File: config.mk
export PLATFORM = sky130hd
export DESIGN_NAME = trace_mgmt_channel_mux
export DESIGN_NICKNAME = d
export VERILOG_FILES = /design/src/rtl/trace_mgmt_pkg.sv /design/src/rtl/trace_mgmt_skid_buffer.sv /design/src/rtl/trace_mgmt_channel_mux.sv
export SDC_FILE = /design/constraint.sdc
export NUM_CORES = 1
export LEC_CHECK = 0
export ABC_AREA = 1
export CORE_MARGIN = 4
export CORE_UTILIZATION = 55
export CTS_BUF_LIST = sky130_fd_sc_hd__clkbuf_8
export DETAILED_ROUTE_END_ITERATION = 8
export GPL_ROUTABILITY_DRIVEN = 0
export PLACE_DENSITY_LB_ADDON = 0.12
export SLEW_MARGIN = 20
export SYNTH_ARGS = -nofsm -noshare
export SYNTH_HDL_FRONTEND = slang
export SYNTH_SLANG_ARGS = --single-unit
export TNS_END_PERCENT = 30
File: constraint.sdc
create_clock -name clk -period 4.2 [get_ports clk]
set_input_delay 0.84 -clock clk [delete_from_list [all_inputs] [get_ports clk]]
set_output_delay 0.84 -clock clk [all_outputs]
set_load 0.005 [all_outputs]
File: src/rtl/trace_mgmt_pkg.sv
// Shared types for the trace management channel mux: arbiter state,
// the per-beat packet flags carried through the skid buffer, and an index-width helper.
package trace_mgmt_pkg;

    typedef enum logic {
        IDLE   = 1'b0,
        LOCKED = 1'b1
    } mux_state_t;

    typedef struct packed {
        logic sop;
        logic eop;
    } skid_flags_t;

    localparam int FLAGS_W = $bits(skid_flags_t);

    // Width of a port index; never below one bit so single-port builds still elaborate.
    function automatic int idxWidth(input int n);
        return (n > 1) ? $clog2(n) : 1;
    endfunction

endpackage

File: src/rtl/trace_mgmt_skid_buffer.sv
// Two-entry registered Avalon-ST pipeline stage; each entry holds {data, channel, sop, eop}.
// Upstream ready depends only on occupancy, so it never follows out_ready combinationally.
module trace_mgmt_skid_buffer
    import trace_mgmt_pkg::*;
#(
    parameter int DATA_WIDTH    = 1,
    parameter int CHANNEL_WIDTH = 8
) (
    input  logic                     clk,
    input  logic                     reset_n,
    input  logic                     in_valid,
    output logic                     in_ready,
    input  logic [DATA_WIDTH-1:0]    in_data,
    input  logic [CHANNEL_WIDTH-1:0] in_channel,
    input  logic                     in_startofpacket,
    input  logic                     in_endofpacket,
    input  logic                     out_ready,
    output logic                     out_valid,
    output logic [DATA_WIDTH-1:0]    out_data,
    output logic [CHANNEL_WIDTH-1:0] out_channel,
    output logic                     out_startofpacket,
    output logic                     out_endofpacket
);

    localparam int ENTRY_W = DATA_WIDTH + CHANNEL_WIDTH + FLAGS_W;

    logic [ENTRY_W-1:0] r_entry0;
    logic [ENTRY_W-1:0] r_entry1;
    logic [1:0]         r_count;

    logic [ENTRY_W-1:0] w_inEntry;
    skid_flags_t        w_inFlags;
    skid_flags_t        w_outFlags;
    logic               w_push;
    logic               w_pop;

    assign w_inFlags = '{sop: in_startofpacket, eop: in_endofpacket};
    assign w_inEntry = {in_data, in_channel, w_inFlags};

    // Held low while reset is asserted so no source sees a grant during reset.
    assign in_ready  = reset_n & (r_count != 2'd2);
    assign out_valid = (r_count != 2'd0);
    assign w_push    = in_valid & in_ready;
    assign w_pop     = out_valid & out_ready;

    assign {out_data, out_channel, w_outFlags} = r_entry0;
    assign out_startofpacket = w_outFlags.sop;
    assign out_endofpacket   = w_outFlags.eop;

    // Entry 0 is always the head; vacated entries are cleared so an empty stage shows zeros.
    always_ff @(posedge clk or negedge reset_n) begin
        if (!reset_n) begin
            r_entry0 <= '0;
            r_entry1 <= '0;
            r_count  <= 2'd0;
        end else begin
            r_count <= r_count + {1'b0, w_push} - {1'b0, w_pop};
            if (w_push && !w_pop) begin
                if (r_count == 2'd0) begin
                    r_entry0 <= w_inEntry;
                end else begin
                    r_entry1 <= w_inEntry;
                end
            end else if (!w_push && w_pop) begin
                r_entry0 <= r_entry1;
                r_entry1 <= '0;
            end else if (w_push && w_pop) begin
                if (r_count == 2'd1) begin
                    r_entry0 <= w_inEntry;
                end else begin
                    r_entry0 <= r_entry1;
                    r_entry1 <= w_inEntry;
                end
            end
        end
    end

endmodule

File: src/rtl/trace_mgmt_channel_mux.sv
// Packet-aware round-robin merge of NUM_CHANNELS single-channel streams into one
// channel-tagged stream; a port keeps the grant from SOP until its EOP is accepted.
module trace_mgmt_channel_mux
    import trace_mgmt_pkg::*;
#(
    parameter int NUM_CHANNELS  = 4,
    parameter int DATA_WIDTH    = 1,
    parameter int CHANNEL_WIDTH = 8
) (
    input  logic                             clk,
    input  logic                             reset_n,
    input  logic [NUM_CHANNELS-1:0]          in_valid,
    output logic [NUM_CHANNELS-1:0]          in_ready,
    input  logic [NUM_CHANNELS*DATA_WIDTH-1:0] in_data,
    input  logic [NUM_CHANNELS-1:0]          in_startofpacket,
    input  logic [NUM_CHANNELS-1:0]          in_endofpacket,
    input  logic                             out_ready,
    output logic                             out_valid,
    output logic [DATA_WIDTH-1:0]            out_data,
    output logic [CHANNEL_WIDTH-1:0]         out_channel,
    output logic                             out_startofpacket,
    output logic                             out_endofpacket
);

    localparam int IDX_W = idxWidth(NUM_CHANNELS);

    mux_state_t        r_state;
    logic [IDX_W-1:0]  r_owner;
    logic [IDX_W-1:0]  r_rrPtr;

    logic [IDX_W-1:0]         w_sel;
    logic [IDX_W-1:0]         w_port;
    logic                     w_anyValid;
    logic                     w_grantValid;
    logic                     w_space;
    logic                     w_accept;
    logic [DATA_WIDTH-1:0]    w_beatData;
    logic [CHANNEL_WIDTH-1:0] w_beatChannel;
    logic                     w_beatSop;
    logic                     w_beatEop;

    // Pointer advance that wraps at the last real port, never reaching NUM_CHANNELS.
    function automatic logic [IDX_W-1:0] nextPort(input logic [IDX_W-1:0] p);
        if (int'(p) >= NUM_CHANNELS - 1) begin
            return '0;
        end
        return p + 1'b1;
    endfunction

    always_comb begin
        int idx;
        w_sel      = '0;
        w_anyValid = 1'b0;
        idx        = 0;
        for (int k = 0; k < NUM_CHANNELS; k++) begin
            idx = int'(r_rrPtr) + k;
            if (idx >= NUM_CHANNELS) begin
                idx = idx - NUM_CHANNELS;
            end
            if (!w_anyValid && in_valid[IDX_W'(idx)]) begin
                w_anyValid = 1'b1;
                w_sel      = IDX_W'(idx);
            end
        end
    end

    // While locked only the owner may move data, whether or not it is currently valid.
    assign w_port       = (r_state == LOCKED) ? r_owner : w_sel;
    assign w_grantValid = (r_state == LOCKED) | w_anyValid;

    always_comb begin
        in_ready = '0;
        if (w_grantValid) begin
            in_ready[w_port] = w_space;
        end
    end

    assign w_accept = in_valid[w_port] & in_ready[w_port];

    always_comb begin
        w_beatData = '0;
        for (int p = 0; p < NUM_CHANNELS; p++) begin
            if (IDX_W'(p) == w_port) begin
                w_beatData = in_data[p*DATA_WIDTH +: DATA_WIDTH];
            end
        end
    end

    assign w_beatSop     = in_startofpacket[w_port];
    assign w_beatEop     = in_endofpacket[w_port];
    assign w_beatChannel = CHANNEL_WIDTH'(w_port);

    // Owner is captured only on a multi-beat SOP; every packet end moves the pointer past its port.
    always_ff @(posedge clk or negedge reset_n) begin
        if (!reset_n) begin
            r_state <= IDLE;
            r_owner <= '0;
            r_rrPtr <= '0;
        end else if (w_accept) begin
            unique case (r_state)
                IDLE: begin
                    if (w_beatSop && !w_beatEop) begin
                        r_state <= LOCKED;
                        r_owner <= w_sel;
                    end else begin
                        r_rrPtr <= nextPort(w_sel);
                    end
                end
                LOCKED: begin
                    if (w_beatEop) begin
                        r_state <= IDLE;
                        r_rrPtr <= nextPort(r_owner);
                    end
                end
                default: r_state <= IDLE;
            endcase
        end
    end

    trace_mgmt_skid_buffer #(
        .DATA_WIDTH   (DATA_WIDTH),
        .CHANNEL_WIDTH(CHANNEL_WIDTH)
    ) u_outStage (
        .clk              (clk),
        .reset_n          (reset_n),
        .in_valid         (w_grantValid & in_valid[w_port]),
        .in_ready         (w_space),
        .in_data          (w_beatData),
        .in_channel       (w_beatChannel),
        .in_startofpacket (w_beatSop),
        .in_endofpacket   (w_beatEop),
        .out_ready        (out_ready),
        .out_valid        (out_valid),
        .out_data         (out_data),
        .out_channel      (out_channel),
        .out_startofpacket(out_startofpacket),
        .out_endofpacket  (out_endofpacket)
    );

endmodule

==> flow_summary.yaml <==
synth:
  syn-cell-area_um2: 1440
  yosys_warnings: 0
  ys_seq_area_share_pct: 29.6
  synth_area_leaders: "dfrtp_1, nand2_1, nand3_1, inv_1, nand2_2"
  synth-async-reset-ratio_pct: 100
  netlist.area_leader.share_pct: 29.6
  synth_ff_type: "dfrtp_1"
  postSynthAreaPerCell_um2: 6.68
  ys_ff_latch: 17
  synth_top_area_cell: "dfrtp_1"
  synth_cells: 215
  synth.distinct_cells: 29
  synth-edff-count: 0
layout:
  post-route-util_pct: 71.3
  mostFrequentLayoutCells: "nand2_1, clkdlybuf4s50_1, inv_1"
  drive_above_1_share_pct: 13.0
  mostFrequentLayoutCell: "nand2_1"
  area_delta_synth_final_pct: 22.9
  final_area_um2: 1770
  antennaDiodeCount: 0
  final_nets: 268
floorplanning:
  initial_utilization_pct: 58.0
  die_w_um: 59.1
  rows: 18
  die_h_um: 59.1
  core_area_um2: 2480
  die_area_um2: 3490
  io_pins: 35
clock_network:
  cts_setup_buffers: 0
  cts.repair.resized: 0
  clockBufferDepth: 2
  cts-root-buf: "clkbuf_8"
  cts_sinks: 17
  clkLatencyLatePin_ns: 0.26
  cts.htree.levels: 1
  cts_buffers: 3
  clkSlewWorstSetupHoldPaths_ns: 0.06
  ctsHoldBuffers: 0
  cts_tree: "done"
critical_path:
  worstSetupStartpoint: "in_valid[1]"
  ff2ff_setup_slack_ns: 1.49
  criticalPathCategory: "in2out"
  arrival_ns: 3.07
  worst-path-max-fanout: 9
  crit_slowest_cell: "clkdlybuf4s50_1"
  r2r_cells: 20
  crit_path_cell_trace: "clkdlybuf4s50_1 > inv_1 > nand2_1 > nand3_1 > nand2_1 > nor2_2 > nand3_1 > nand3_2 > a21boi_4 > inv_2 > nor3_1 > clkdlybuf4s50_1"
  endpoint: "in_ready[1]"
  cp_slowest_stage_delay_ns: 0.53
  regToRegStartpoint: "r_rrPtr[0]$_DFFE_PN0P_"
  worstSetupEndpointType: "primary output"
  critPathRequiredTime_ns: 3.36
  critPathLaunchType: "primary input"
  reg2reg_to: "u_outStage.r_entry0[2]$_DFFE_PN0P_"
routing:
  ant_nets: 0
  detail_route.first_pass.iterations: 4
  wl_per_cell_um: 11.8
  wl_um: 3250
  dr.first_iter.drc_count: 70
  drcViolationCount: 0
  via_count: 1388
  vias_per_cell: 5.03
global_route:
  grt_usage_pct: 20.9
  grt_pass1_vias: 1251
  antenna_found_initial: 0
  grt_pass1_wl_um: 5550
  grt_max_degree: 18
  overflow: 0
power_and_ir_drop:
  ir_drop_mv: 0.560
  powerDensity_nw_per_um2: 826
  p_leak_nw: 0.958
  design_power_total_mw: 1.46
placement:
  pre_cts_slack_ns: 0.293
  dpl_cell_area_um2: 1720
  portBuffers: 28
  dp_hpwl_um: 2550
timing:
  skew_ns: 0.00348
  period_minus_slack_ns: 3.91
  drv_slew: 0
  rsz0062_at_grt: "false"
  min_period_over_period_pct: 93.1
  finalSetupTns_ns: 0
  finalHoldViolCount: 0
  finalWorstSetupSlack_ns: 0.290
  setup_viol: 0
  fmax_ghz: 0.256
flow_run:
  cap_viol_max_count: 0
run_status:
  status: "finished clean"
min_path:
  hold_path_class: "reg2reg"
## report_power, final
group          total (mW)  switching [mW]  internal, mW
clock network       0.121          0.0560        0.0651
registers           0.296          0.0639         0.232
logic                1.04           0.656         0.385
total                1.46           0.776         0.682
## cells by family after synthesis
kind of cell | after synthesis | share of synthesized area (%)
AND/OR/NAND/NOR | 136 | 44.2
XOR/XNOR | 3 | 1.83
other | 1 | 0.261
flip-flops | 17 | 29.6
buffers and inverters | 37 | 12.5
adder cells (fa/ha/maj) | 2 | 1.74
AO/OA/AOI/OAI | 19 | 9.93
## layout make-up
class	count	area, µm²
multi-input cells	166	851
fillers	208	712
flip-flops and latches	17	425
repair buffers	30	295
inverters	29	111
clock buffers	3	41.3
well taps	30	37.5
clock inverters	1	3.75
## per-layer routing
| metal | global-route usage [%] | vias up | wire length [µm] |
|---|---|---|---|
| met3 | 4.58 | 8 | 294 |
| met4 | 9.71 | 0 | 70 |
| li1 | - | 735 | - |
| met1 | 30.5 | 596 | 1580 |
| met5 | 0 | - | 0 |
| met2 | 29.2 | 49 | 1310 |
## cell usage after synthesis (2+ instances only)
master,n
nand2_4,3
nand3_1,24
nor2_1,10
nand3_2,2
ha_1,2
dfrtp_1,17
nor3_1,3
inv_2,4
o21ai_1,4
xor2_1,3
o21ai_0,4
inv_1,24
buf_6,2
nand4_1,2
nand2_1,79
buf_4,6
nand2_2,10
o22ai_1,5
## sequential cells by signal, summed over array words and instances, names as in the netlist
register,flops
u_outStage.r_entry0,5
u_outStage.r_entry1,5
r_owner,2
r_rrPtr,2
u_outStage.r_count,2
r_state,1
## worst max-delay path, delay by kind of cell
family | cells | cell delay (ns)
AO/OA/AOI/OAI | 1 | 0.29
AND/OR/NAND/NOR | 7 | 0.73
buffers and inverters | 4 | 1.21
## per-stage QoR
stage          instances  hold WS, ns
2_1_floorplan        220        0.472
3_3_place_gp         272        0.464
3_5_place_dp         272        0.470
4_1_cts              276        0.485
5_1_grt              276        0.512
6_report             276        0.483
## worst min path at each step
stage | startpoint | to | slack [ns] | cells past startpoint
global route | u_outStage.r_entry0[1]$_DFFE_PN0P_ | u_outStage.r_entry0[1]$_DFFE_PN0P_ | 0.51 | 2
global placement | u_outStage.r_entry0[2]$_DFFE_PN0P_ | u_outStage.r_entry0[2]$_DFFE_PN0P_ | 0.46 | 2
CTS | u_outStage.r_entry0[10]$_DFFE_PN0P_ | u_outStage.r_entry0[10]$_DFFE_PN0P_ | 0.49 | 2
detailed placement | u_outStage.r_entry0[1]$_DFFE_PN0P_ | u_outStage.r_entry0[1]$_DFFE_PN0P_ | 0.47 | 2
floorplan | u_outStage.r_entry0[0]$_DFFE_PN0P_ | u_outStage.r_entry0[0]$_DFFE_PN0P_ | 0.47 | 2
finish | u_outStage.r_entry0[10]$_DFFE_PN0P_ | u_outStage.r_entry0[10]$_DFFE_PN0P_ | 0.48 | 2
(Power assumes the default switching activity.)
